**src/rtl/rsa_xcel_mont_pkg.sv**
```systemverilog
// Shared types and widths for the Montgomery multiplier slice.
package rsa_xcel_mont_pkg;
   localparam int MONT_WIDTH     = 32;
   localparam int MONT_ACC_WIDTH = 33;

   typedef enum logic [1:0] {
      IDLE = 2'd0,
      CALC = 2'd1,
      SUB  = 2'd2,
      DONE = 2'd3
   } mont_state_t;

   // Counter preload: number of CALC cycles minus one.
   function automatic logic [4:0] mont_last_step(input int nsteps);
      return 5'(MONT_WIDTH / nsteps - 1);
   endfunction
endpackage

```
**src/rtl/rsa_xcel_mont_AddReds.sv**
```systemverilog
// Combinational chain of p_nsteps radix-2 Montgomery add-reduce steps.
module rsa_xcel_mont_AddReds
   import rsa_xcel_mont_pkg::*;
#(
   parameter int p_nsteps = 4
) (
   input  logic [p_nsteps-1:0]       x_bits_i,
   input  logic [MONT_WIDTH-1:0]     y_i,
   input  logic [MONT_WIDTH-1:0]     n_i,
   input  logic [MONT_ACC_WIDTH-1:0] r_i,
   output logic [MONT_ACC_WIDTH-1:0] result_out_o
);
   logic [p_nsteps:0][MONT_ACC_WIDTH-1:0] r_stg;

   assign r_stg[0] = r_i;

   for (genvar i = 0; i < p_nsteps; i++) begin : g_stage
      // One extra bit of headroom: r + y + n < 4n for legal operands.
      logic [MONT_ACC_WIDTH:0] sum;
      logic [MONT_ACC_WIDTH:0] red;
      assign sum = {1'b0, r_stg[i]} + (x_bits_i[i] ? {2'b00, y_i} : '0);
      assign red = sum + (sum[0] ? {2'b00, n_i} : '0);
      assign r_stg[i+1] = red[MONT_ACC_WIDTH:1];
   end

   assign result_out_o = r_stg[p_nsteps];
endmodule

```
**src/rtl/rsa_xcel_mont_montmul.sv**
```systemverilog
// Sequential Montgomery multiplier: x*y*2^-32 mod n over val/rdy streams.
// Optional RSA_XCEL_MONT_ODD_CHECK_EN: even modulus returns 0 without computing.
module rsa_xcel_mont_montmul
   import rsa_xcel_mont_pkg::*;
#(
   parameter int p_nsteps = 4
) (
   input  logic                  clk,
   input  logic                  reset,
   input  logic                  istream_val,
   output logic                  istream_rdy,
   input  logic [MONT_WIDTH-1:0] istream_x,
   input  logic [MONT_WIDTH-1:0] istream_y,
   input  logic [MONT_WIDTH-1:0] istream_n,
   output logic                  ostream_val,
   input  logic                  ostream_rdy,
   output logic [MONT_WIDTH-1:0] ostream_result
);
   mont_state_t               state_q, state_d;
   logic [MONT_WIDTH-1:0]     x_q, x_d;
   logic [MONT_WIDTH-1:0]     y_q, y_d;
   logic [MONT_WIDTH-1:0]     n_q, n_d;
   logic [MONT_ACC_WIDTH-1:0] r_q, r_d;
   logic [4:0]                cnt_q, cnt_d;
   logic [MONT_WIDTH-1:0]     result_q, result_d;

   logic [MONT_ACC_WIDTH-1:0] chain_out;
   logic [MONT_ACC_WIDTH-1:0] r_minus_n;

   rsa_xcel_mont_AddReds #(.p_nsteps(p_nsteps)) u_addreds (
      .x_bits_i     (x_q[p_nsteps-1:0]),
      .y_i          (y_q),
      .n_i          (n_q),
      .r_i          (r_q),
      .result_out_o (chain_out)
   );

   assign r_minus_n = r_q - {1'b0, n_q};

   always_comb begin
      state_d  = state_q;
      x_d      = x_q;
      y_d      = y_q;
      n_d      = n_q;
      r_d      = r_q;
      cnt_d    = cnt_q;
      result_d = result_q;
      unique case (state_q)
         IDLE: begin
            if (istream_val) begin
               x_d     = istream_x;
               y_d     = istream_y;
               n_d     = istream_n;
               r_d     = '0;
               cnt_d   = mont_last_step(p_nsteps);
               state_d = CALC;
`ifdef RSA_XCEL_MONT_ODD_CHECK_EN
               if (!istream_n[0]) begin
                  result_d = '0;
                  state_d  = DONE;
               end
`endif
            end
         end
         CALC: begin
            r_d   = chain_out;
            x_d   = x_q >> p_nsteps;
            cnt_d = cnt_q - 5'd1;
            if (cnt_q == 5'd0) begin
               cnt_d   = 5'd0;
               state_d = SUB;
            end
         end
         SUB: begin
            result_d = (r_q >= {1'b0, n_q}) ? r_minus_n[MONT_WIDTH-1:0]
                                             : r_q[MONT_WIDTH-1:0];
            state_d  = DONE;
         end
         DONE: begin
            if (ostream_rdy) state_d = IDLE;
         end
         default: state_d = IDLE;
      endcase
   end

   always_ff @(posedge clk) begin
      if (reset) begin
         state_q  <= IDLE;
         x_q      <= '0;
         y_q      <= '0;
         n_q      <= '0;
         r_q      <= '0;
         cnt_q    <= '0;
         result_q <= '0;
      end else begin
         state_q  <= state_d;
         x_q      <= x_d;
         y_q      <= y_d;
         n_q      <= n_d;
         r_q      <= r_d;
         cnt_q    <= cnt_d;
         result_q <= result_d;
      end
   end

   // Handshake outputs decode registered state only.
   assign istream_rdy    = (state_q == IDLE);
   assign ostream_val    = (state_q == DONE);
   assign ostream_result = result_q;
endmodule

```
**config.mk**
```make
export PLATFORM = sky130hd
export DESIGN_NAME = rsa_xcel_mont_montmul
export DESIGN_NICKNAME = d
export VERILOG_FILES = /design/src/rtl/rsa_xcel_mont_pkg.sv /design/src/rtl/rsa_xcel_mont_AddReds.sv /design/src/rtl/rsa_xcel_mont_montmul.sv
export SDC_FILE = /design/constraint.sdc
export NUM_CORES = 1
export LEC_CHECK = 0
export BUFFER_PORTS_ARGS = -buffer_cell sky130_fd_sc_hd__buf_2
export CORE_UTILIZATION = 25
export CTS_CLUSTER_SIZE = 16
export DETAILED_ROUTE_END_ITERATION = 7
export MAX_ROUTING_LAYER = met4
export SYNTH_ARGS = -nofsm -noshare
export SYNTH_HDL_FRONTEND = slang
export SYNTH_SLANG_ARGS = --single-unit
export TNS_END_PERCENT = 20
```
**constraint.sdc**
```tcl
create_clock -name clk -period 33.4 [get_ports clk]
set_input_delay 3.34 -clock clk [delete_from_list [all_inputs] [get_ports clk]]
set_output_delay 3.34 -clock clk [all_outputs]
set_load 0.02 [all_outputs]
```
==> reports/metrics.yaml, run 1 <==
library_cell_occupying_the_most_area_in_the_post_synthesis_netlist: "sky130_fd_sc_hd__ha_1"
synth_flop_cell: "sky130_fd_sc_hd__dfxtp_1"
postSynthRegisterBits: 168
synth_compound_gate_area_share: 0.271
finalNetCount: 3481
detail_route.wirelength_um: 69700
detailedPlace.worstSlack_ps: 19180
post-route-min-period_ps: 14370
cell_depth_of_the_worst_flop_to_flop_path: 67
post-cts-setup-buffer-count: 0
placement_rows: 108
path_class_of_the_lowest_slack_min_delay_path: "register to register"
cts_made_buffers: 17
crit_type: "register to register"
final.setup.worst_slack_ps: 19030
max_stage_delay_ps: 630
fin_clk_skew_ps: 30.1
dr_total_vias: 21383
drt-pass1-iter-count: 5
post_synth.cell_area_avg_um2: 7.33
pin_count: 134
power.leakage_nw: 11.6
die_y_um: 299
post-dp-hpwl_um: 56800
r2r_slack_ps: 19030
timing_worst_slew_pin_value_ps: 1030
postRouteAntennaNets: 0
gpl.final_weighted_congestion: 0.921
cts.repair.resized: 0
number_of_global_route_vias_before_repair: 19554
drt-initial-drc-count: 1314
min_period_over_period: 0.430
r2r-start: "x_q[0]"
slew_viol_final: 0
clock_insertion_delay_worst_skew_ps: 520
synthCells: 3002
cts_tree: "done"
antenna_found_initial: 14
xor_and_xnor_fraction_of_the_mapped_netlist_area: 0.0919
fill_cells: 9680
maximum_fanout_along_the_worst_path: 33
vias_per_cell: 5.04
global_route_wire_length_before_repair_um: 109000
antenna_cells: 0
drt_drc_violations_left: 0
asyncSetResetFlopFracSynth: 0
hold_slack_ps: 489
min_delay_path_depth: 2
unique_masters_post_synth: 84
layout-area-overhead-vs-synth_pct: 11.3
global_route.usage.total: 0.158
timing.final.hold_violations: 0
worstSetupEndpointType: "register"
power.density_cell_area_mw_per_mm2: 59.4
main_combinational_cell_family_by_area_after_synthesis: "compound AO/OA/AOI/OAI gates"
grt_setup_unrepaired: "false"
cts_h_tree_depth: 4
core_area_mm2: 0.0870
wl_per_cell_um: 16.4
synth_top_area_share: 0.170
cp.arrival_ps: 14800
clock_tree.buffer_depth: 2
hold-path-endpoint: "ostream_result[10]"
start_util: 0.253
adder_cell_fraction_of_synth_area: 0.179
setup.worst_path.start_class: "register"
overflow: 0
max-cap-violations: 0
yosys-top-cells-area: "sky130_fd_sc_hd__ha_1, sky130_fd_sc_hd__dfxtp_1, sky130_fd_sc_hd__and2_1"
grt_max_degree: 87
synth-edff-count: 0
outcome: "completed"
fmaxAchievable_mhz: 69.6
timing.rr.end: "r_q[32]"
netlist_area_mm2: 0.0220
die_w_um: 299
post_synth_mux_area_share: 0.0177
synth_fp_nets: 3411
fraction_of_final_layout_cells_with_drive_strength_greater_than_1: 0.0697
slew-limit-headroom: 0.298
clk_transition_reported_paths_ps: 80
crit_required_ps: 33830
io_buffers: 133
synth_simple_gate_area_frac: 0.253
post_cts_hold_buffer_count: 0
ir_drop_uv: 49.0
critical-path-top-cell-by-count: "sky130_fd_sc_hd__ha_1"
timing.hold.worst.start: "ostream_result[10]"
worst_path_max_delay_cell: "sky130_fd_sc_hd__dfxtp_1"
setup_viol: 0
die_area_mm2: 0.0893
tns_ps: 0
ys.warnings.count: 0
ctsRootBufferMaster: "sky130_fd_sc_hd__clkbuf_16"
cts.sinks: 168
yosysSeqAreaShare: 0.153
registers in the layout, indices dropped and copies added, names as in the netlist:
signal,count
y_q,32
ostream_result,32
n_q,32
state_q,2
r_q,33
cnt_q,5
x_q,32
placed cells by master (no fill, tap or decap), types with 17 or more instances in the layout:
cell | synthesis | final
sky130_fd_sc_hd__nor2_1 | 306 | 306
sky130_fd_sc_hd__a21oi_1 | 287 | 287
sky130_fd_sc_hd__o21a_1 | 51 | 51
sky130_fd_sc_hd__clkbuf_16 | 0 | 17
sky130_fd_sc_hd__nor3_1 | 55 | 55
sky130_fd_sc_hd__xor2_1 | 61 | 61
sky130_fd_sc_hd__nand2b_1 | 36 | 36
sky130_fd_sc_hd__o21bai_1 | 24 | 24
sky130_fd_sc_hd__o21ai_0 | 122 | 121
sky130_fd_sc_hd__inv_1 | 114 | 114
sky130_fd_sc_hd__buf_2 | 4 | 132
sky130_fd_sc_hd__dfxtp_1 | 168 | 168
sky130_fd_sc_hd__ha_1 | 300 | 298
sky130_fd_sc_hd__nor2b_1 | 42 | 42
sky130_fd_sc_hd__nand3_1 | 54 | 54
sky130_fd_sc_hd__a211oi_1 | 80 | 80
sky130_fd_sc_hd__mux2i_1 | 39 | 39
sky130_fd_sc_hd__a31oi_1 | 26 | 26
sky130_fd_sc_hd__xnor2_1 | 170 | 170
sky130_fd_sc_hd__a22oi_1 | 34 | 34
sky130_fd_sc_hd__nand4_1 | 24 | 24
sky130_fd_sc_hd__o21ai_1 | 29 | 28
sky130_fd_sc_hd__and2_1 | 269 | 268
sky130_fd_sc_hd__a21o_1 | 115 | 115
sky130_fd_sc_hd__nand2_1 | 277 | 276
worst max-delay path by stage:
| stage | from | to | slack [ps] | cells after the start |
|---|---|---|---|---|
| floorplan | x_q[0] | r_q[32] | 20880 | 68 |
| global placement | x_q[0] | r_q[32] | 19500 | 66 |
| detailed placement | x_q[0] | r_q[32] | 19180 | 66 |
| CTS | x_q[0] | r_q[32] | 19080 | 66 |
| global route | x_q[0] | r_q[32] | 17600 | 67 |
| finish | x_q[0] | r_q[32] | 19030 | 67 |
where the power goes:
group	leakage, nW	internal [W]	switching, W	total [W]
clock	0.304	0.000104	0.000115	0.000219
combinational	9.91	0.000357	0.000560	0.000917
sequential	1.37	0.000250	0.0000703	0.000320
logic make-up (layout without fill, tap and decap cells):
group	count (synthesis)	in the layout
AND/OR/NAND/NOR	1137	1137
multiplexers	39	39
XOR/XNOR	231	231
AO/OA/AOI/OAI	912	912
buffers and inverters	206	289
flip-flops	168	168
adder cells (fa/ha/maj)	309	309
final cells by class:
cell class | count | area, um2 | share of cell area
clock buffer | 17 | 425 | 0.0174
clock inverter | 15 | 209 | 0.00852
inverter | 114 | 428 | 0.0175
multi-input combinational | 2628 | 17900 | 0.730
sequential | 168 | 3360 | 0.137
tap | 1155 | 1450 | 0.0589
timing repair buffer | 143 | 747 | 0.0305
routing by layer:
layer,global-route usage,part of all wire
met1,0.208,0.48
met2,0.256,0.46
met4,0.0414,0.024
met3,0.0188,0.036
met5,-,0
cells in the mapped netlist (5+ instances only):
cell / n
sky130_fd_sc_hd__and4_1: 6
sky130_fd_sc_hd__a21boi_0: 9
sky130_fd_sc_hd__a22oi_1: 34
sky130_fd_sc_hd__buf_1: 10
sky130_fd_sc_hd__xnor2_1: 170
sky130_fd_sc_hd__ha_1: 300
sky130_fd_sc_hd__nor2b_1: 42
sky130_fd_sc_hd__or2_2: 7
sky130_fd_sc_hd__o31ai_1: 9
sky130_fd_sc_hd__a31oi_1: 26
sky130_fd_sc_hd__a21o_1: 115
sky130_fd_sc_hd__dfxtp_1: 168
sky130_fd_sc_hd__nand4_1: 24
sky130_fd_sc_hd__a211oi_1: 80
sky130_fd_sc_hd__o211ai_1: 13
sky130_fd_sc_hd__a22o_1: 5
sky130_fd_sc_hd__nor3b_1: 7
sky130_fd_sc_hd__o21bai_1: 24
sky130_fd_sc_hd__a211o_1: 11
sky130_fd_sc_hd__or3_1: 14
sky130_fd_sc_hd__nand3b_1: 7
sky130_fd_sc_hd__mux2i_1: 39
sky130_fd_sc_hd__o31a_1: 12
sky130_fd_sc_hd__and2_1: 269
sky130_fd_sc_hd__nor3_1: 55
sky130_fd_sc_hd__o21ai_1: 29
sky130_fd_sc_hd__a41oi_1: 7
sky130_fd_sc_hd__o21a_1: 51
sky130_fd_sc_hd__nand2_1: 277
sky130_fd_sc_hd__clkbuf_1: 77
sky130_fd_sc_hd__nand2b_1: 36
sky130_fd_sc_hd__nand3_1: 54
sky130_fd_sc_hd__o21ai_0: 122
sky130_fd_sc_hd__and3_1: 16
sky130_fd_sc_hd__xor2_1: 61
sky130_fd_sc_hd__a21oi_1: 287
sky130_fd_sc_hd__fa_1: 9
sky130_fd_sc_hd__inv_1: 114
sky130_fd_sc_hd__nor2_1: 306
sky130_fd_sc_hd__nor4_1: 6
sky130_fd_sc_hd__a311oi_1: 5
worst max-delay path, delay by kind of cell (launching register included):
kind	cells	cell delay [ps]
AOI/OAI and AO/OA	32	6100
xor gates and xnor gates	4	510
and+or+nand+nor	22	3970
DFF	1	630
adders and majority gates	9	3090
metrics by stage:
stage,total power [W],cells,area (um2),util
after global placement,0.00123,4208,23900,0.274
after detailed placement,0.00123,4208,23900,0.274
final,0.00146,4240,24500,0.282
after global routing,0.00158,4240,24500,0.282
after floorplan,0.000997,3002,22000,-
after CTS,0.00146,4240,24500,0.282
No activity file was read; power rests on OpenSTA's default activity.
==> run 2, diff against run 1 <==
ABC_AREA = 1   (was not set)
clock period = 13.52 ns   (was 33.4 ns; I/O delays follow)
==> run 2 against run 1 <==
Combinational power grew to 3.2 times the previous value; critical path depth is 5 lower; register-to-register slack worse by 18000 ps; total power grew to 2.9 times the previous value; maximum frequency is 17% higher; sequential share of layout area is 0.29 points lower; setup slack worse by 18000 ps; die area is 2.4% higher; sequential power grew to 2.6 times the previous value; clock skew is 13 ps lower; first-iteration DRC count is 18% higher; largest power group unchanged; highest routed layer unchanged.
==> reports/metrics.yaml, run 2 <==
outcome: "completed"
cts_h_tree_depth: 4  # unchanged
global_route.usage.total: 0.168  # +0.00976
core_area_mm2: 0.0888  # +2.0%
synth_fp_nets: 4044  # +19%
clock_tree.buffer_depth: 2  # unchanged
fin_clk_skew_ps: 17.6  # -12.5 ps
overflow: 0  # unchanged
timing.rr.end: "r_q[31]"
layout-area-overhead-vs-synth_pct: 11.1
clk_transition_reported_paths_ps: 80  # about the same
max_stage_delay_ps: 550  # -80 ps
synth_top_cells_by_count: "sky130_fd_sc_hd__nand2_1, sky130_fd_sc_hd__inv_1, sky130_fd_sc_hd__a21oi_1"
number_of_global_route_vias_before_repair: 22335  # +14%
global_route_wire_length_before_repair_um: 118000  # +8.2%
slew-limit-headroom: 0.274  # -0.0238
antenna_cells: 0  # unchanged
hold-path-endpoint: "cnt_q[4]"
cp.arrival_ps: 12530  # -2270 ps
most-common-layout-cells: "sky130_fd_sc_hd__nand2_1, sky130_fd_sc_hd__inv_1, sky130_fd_sc_hd__a21oi_1"
cts_tree: "done"
synthCells: 3635  # +21%
regMostFlops: "r_q"
worstSetupEndpointType: "register"
max-cap-violations: 0  # unchanged
dr_total_vias: 23273  # +8.8%
yosysSeqAreaShare: 0.149  # -0.00356
r2r-start: "x_q[0]"
die_y_um: 302  # +1.2%
min_delay_path_depth: 2  # unchanged
postRouteAntennaNets: 0  # unchanged
slew_viol_final: 0  # unchanged
r2r_slack_ps: 1280  # -17750 ps
fmaxAchievable_mhz: 81.7  # +17%
postSynthRegisterBits: 168  # unchanged
antenna_found_initial: 1  # -13
crit_type: "register to register"
path_class_of_the_lowest_slack_min_delay_path: "register to register"
unique_masters_post_synth: 61  # -27%
post-route-min-period_ps: 12240  # -2130 ps
synth-edff-count: 0  # unchanged
yosys-top-cells-area: "sky130_fd_sc_hd__ha_1, sky130_fd_sc_hd__dfxtp_1, sky130_fd_sc_hd__nand2_1"
setup_viol: 0  # unchanged
clock_insertion_delay_worst_skew_ps: 450  # -70 ps
post_cts_hold_buffer_count: 0  # unchanged
design_power_total_w: 0.00424  # +190%
worst_path_max_delay_cell: "sky130_fd_sc_hd__o311ai_0"
wl_per_cell_um: 15.5  # -5.8%
die_w_um: 302  # +1.2%
cts_made_buffers: 17  # unchanged
cts.repair.resized: 0  # unchanged
placement_rows: 109  # +0.93%
maximum_fanout_along_the_worst_path: 27  # -18%
timing.hold.worst.start: "cnt_q[4]"
post-dp-hpwl_um: 63600  # +12%
pin_count: 134  # unchanged
drt-pass1-iter-count: 5  # unchanged
synthMostInstantiatedCell: "sky130_fd_sc_hd__nand2_1"
power.leakage_nw: 14.8  # +28%
ir_drop_uv: 130  # +170%
drt_drc_violations_left: 0  # unchanged
ctsRootBufferMaster: "sky130_fd_sc_hd__clkbuf_16"
post-cts-setup-buffer-count: 0  # unchanged
largest_register_ffs: 33  # unchanged
fraction_of_final_layout_cells_with_drive_strength_greater_than_1: 0.0706  # +0.000931
min_period_over_period: 0.905  # +0.475
netlist_area_mm2: 0.0225  # +2.4%
hold_slack_ps: 457  # -32.1 ps
setup.worst_path.start_class: "register"
timing_worst_slew_pin_value_ps: 1090  # +62.2 ps
post_synth.cell_area_avg_um2: 6.20  # -15%
final.setup.worst_slack_ps: 1280  # -17750 ps
asyncSetResetFlopFracSynth: 0  # unchanged
grt_max_degree: 75  # -14%
crit_required_ps: 13810  # -20020 ps
finalNetCount: 4120  # +18%
drt-initial-drc-count: 1544  # +18%
tns_ps: 0  # unchanged
ys.warnings.count: 0  # unchanged
die_area_mm2: 0.0914  # +2.4%
layout.cells.most_common: "sky130_fd_sc_hd__nand2_1"
io_buffers: 133  # unchanged
start_util: 0.254  # +0.000902
detail_route.wirelength_um: 75700  # +8.6%
critical-path-top-cell-by-count: "sky130_fd_sc_hd__nand2_1"
timing.final.hold_violations: 0  # unchanged
power.density_cell_area_mw_per_mm2: 169  # +190%
detailedPlace.worstSlack_ps: 1520  # -17660 ps
cts.sinks: 168  # unchanged
vias_per_cell: 4.76  # -5.6%
gpl.final_weighted_congestion: 0.976  # +6.0%
grt_setup_unrepaired: "false"
library_cell_occupying_the_most_area_in_the_post_synthesis_netlist: "sky130_fd_sc_hd__ha_1"
cell_depth_of_the_worst_flop_to_flop_path: 62  # -7.5%
fill_cells: 9998  # +3.3%
synth_flop_cell: "sky130_fd_sc_hd__dfxtp_1"
synth_top_area_share: 0.167  # -0.00397
==> run 2: final cells by class <==
type,instances,area (um2),area share
Sequential cell,168,3360,0.134
Inverter,584,2190,0.0876
Clock inverter,15,196,0.00785
Tap cell,1165,1460,0.0582
Timing Repair Buffer,148,778,0.0311
Clock buffer,17,425,0.0170
Multi-Input combinational cell,2792,16600,0.664
==> run 2: how the worst max path moves through the flow <==
stage / end / start / slack [ps]
2_1_floorplan: r_q[31] / x_q[0] / 3170
3_3_place_gp: r_q[32] / x_q[0] / 1580
3_5_place_dp: r_q[31] / x_q[0] / 1520
4_1_cts: r_q[31] / x_q[0] / 1450
5_1_grt: r_q[31] / x_q[0] / 230
6_report: r_q[31] / x_q[0] / 1280
==> run 2: worst max-delay path, delay by kind of cell (launching register included) <==
kind | cells | cell delay [ps]
adders and majority gates | 8 | 2740
and+or+nand+nor | 20 | 2440
buffers and inverters | 6 | 670
AOI/OAI and AO/OA | 21 | 4320
DFF | 1 | 450
xor gates and xnor gates | 7 | 1410
==> run 2: through the flow <==
step	instances	area (um2)	util
2_1_floorplan	3635	22500	-
3_3_place_gp	4857	24400	0.275
3_5_place_dp	4857	24400	0.275
4_1_cts	4889	25000	0.282
5_1_grt	4889	25000	0.282
6_report	4889	25000	0.282
==> run 2: per-layer routing <==
layer	track usage	vias up	share of wire
met3	0.00991	102	0.048
met4	0.0512	0	0.027
li1	-	12046	-
met2	0.264	571	0.44
met5	-	-	0
met1	0.230	10554	0.49
==> run 2: cell families (layout without fill, tap and decap cells) <==
kind of cell | after synthesis | count (layout) | share of synthesized area
buffers and inverters | 675 | 764 | 0.114
DFF | 168 | 168 | 0.149
and+or+nand+nor | 1313 | 1313 | 0.233
adders and majority gates | 309 | 309 | 0.175
AOI/OAI and AO/OA | 928 | 928 | 0.235
xor gates and xnor gates | 242 | 242 | 0.0940
==> run 2: report_power, final <==
part / switching [W] / internal [W]
clock network: 0.000263 / 0.000255
registers: 0.000204 / 0.000614
logic: 0.00191 / 0.000992
total: 0.00238 / 0.00186
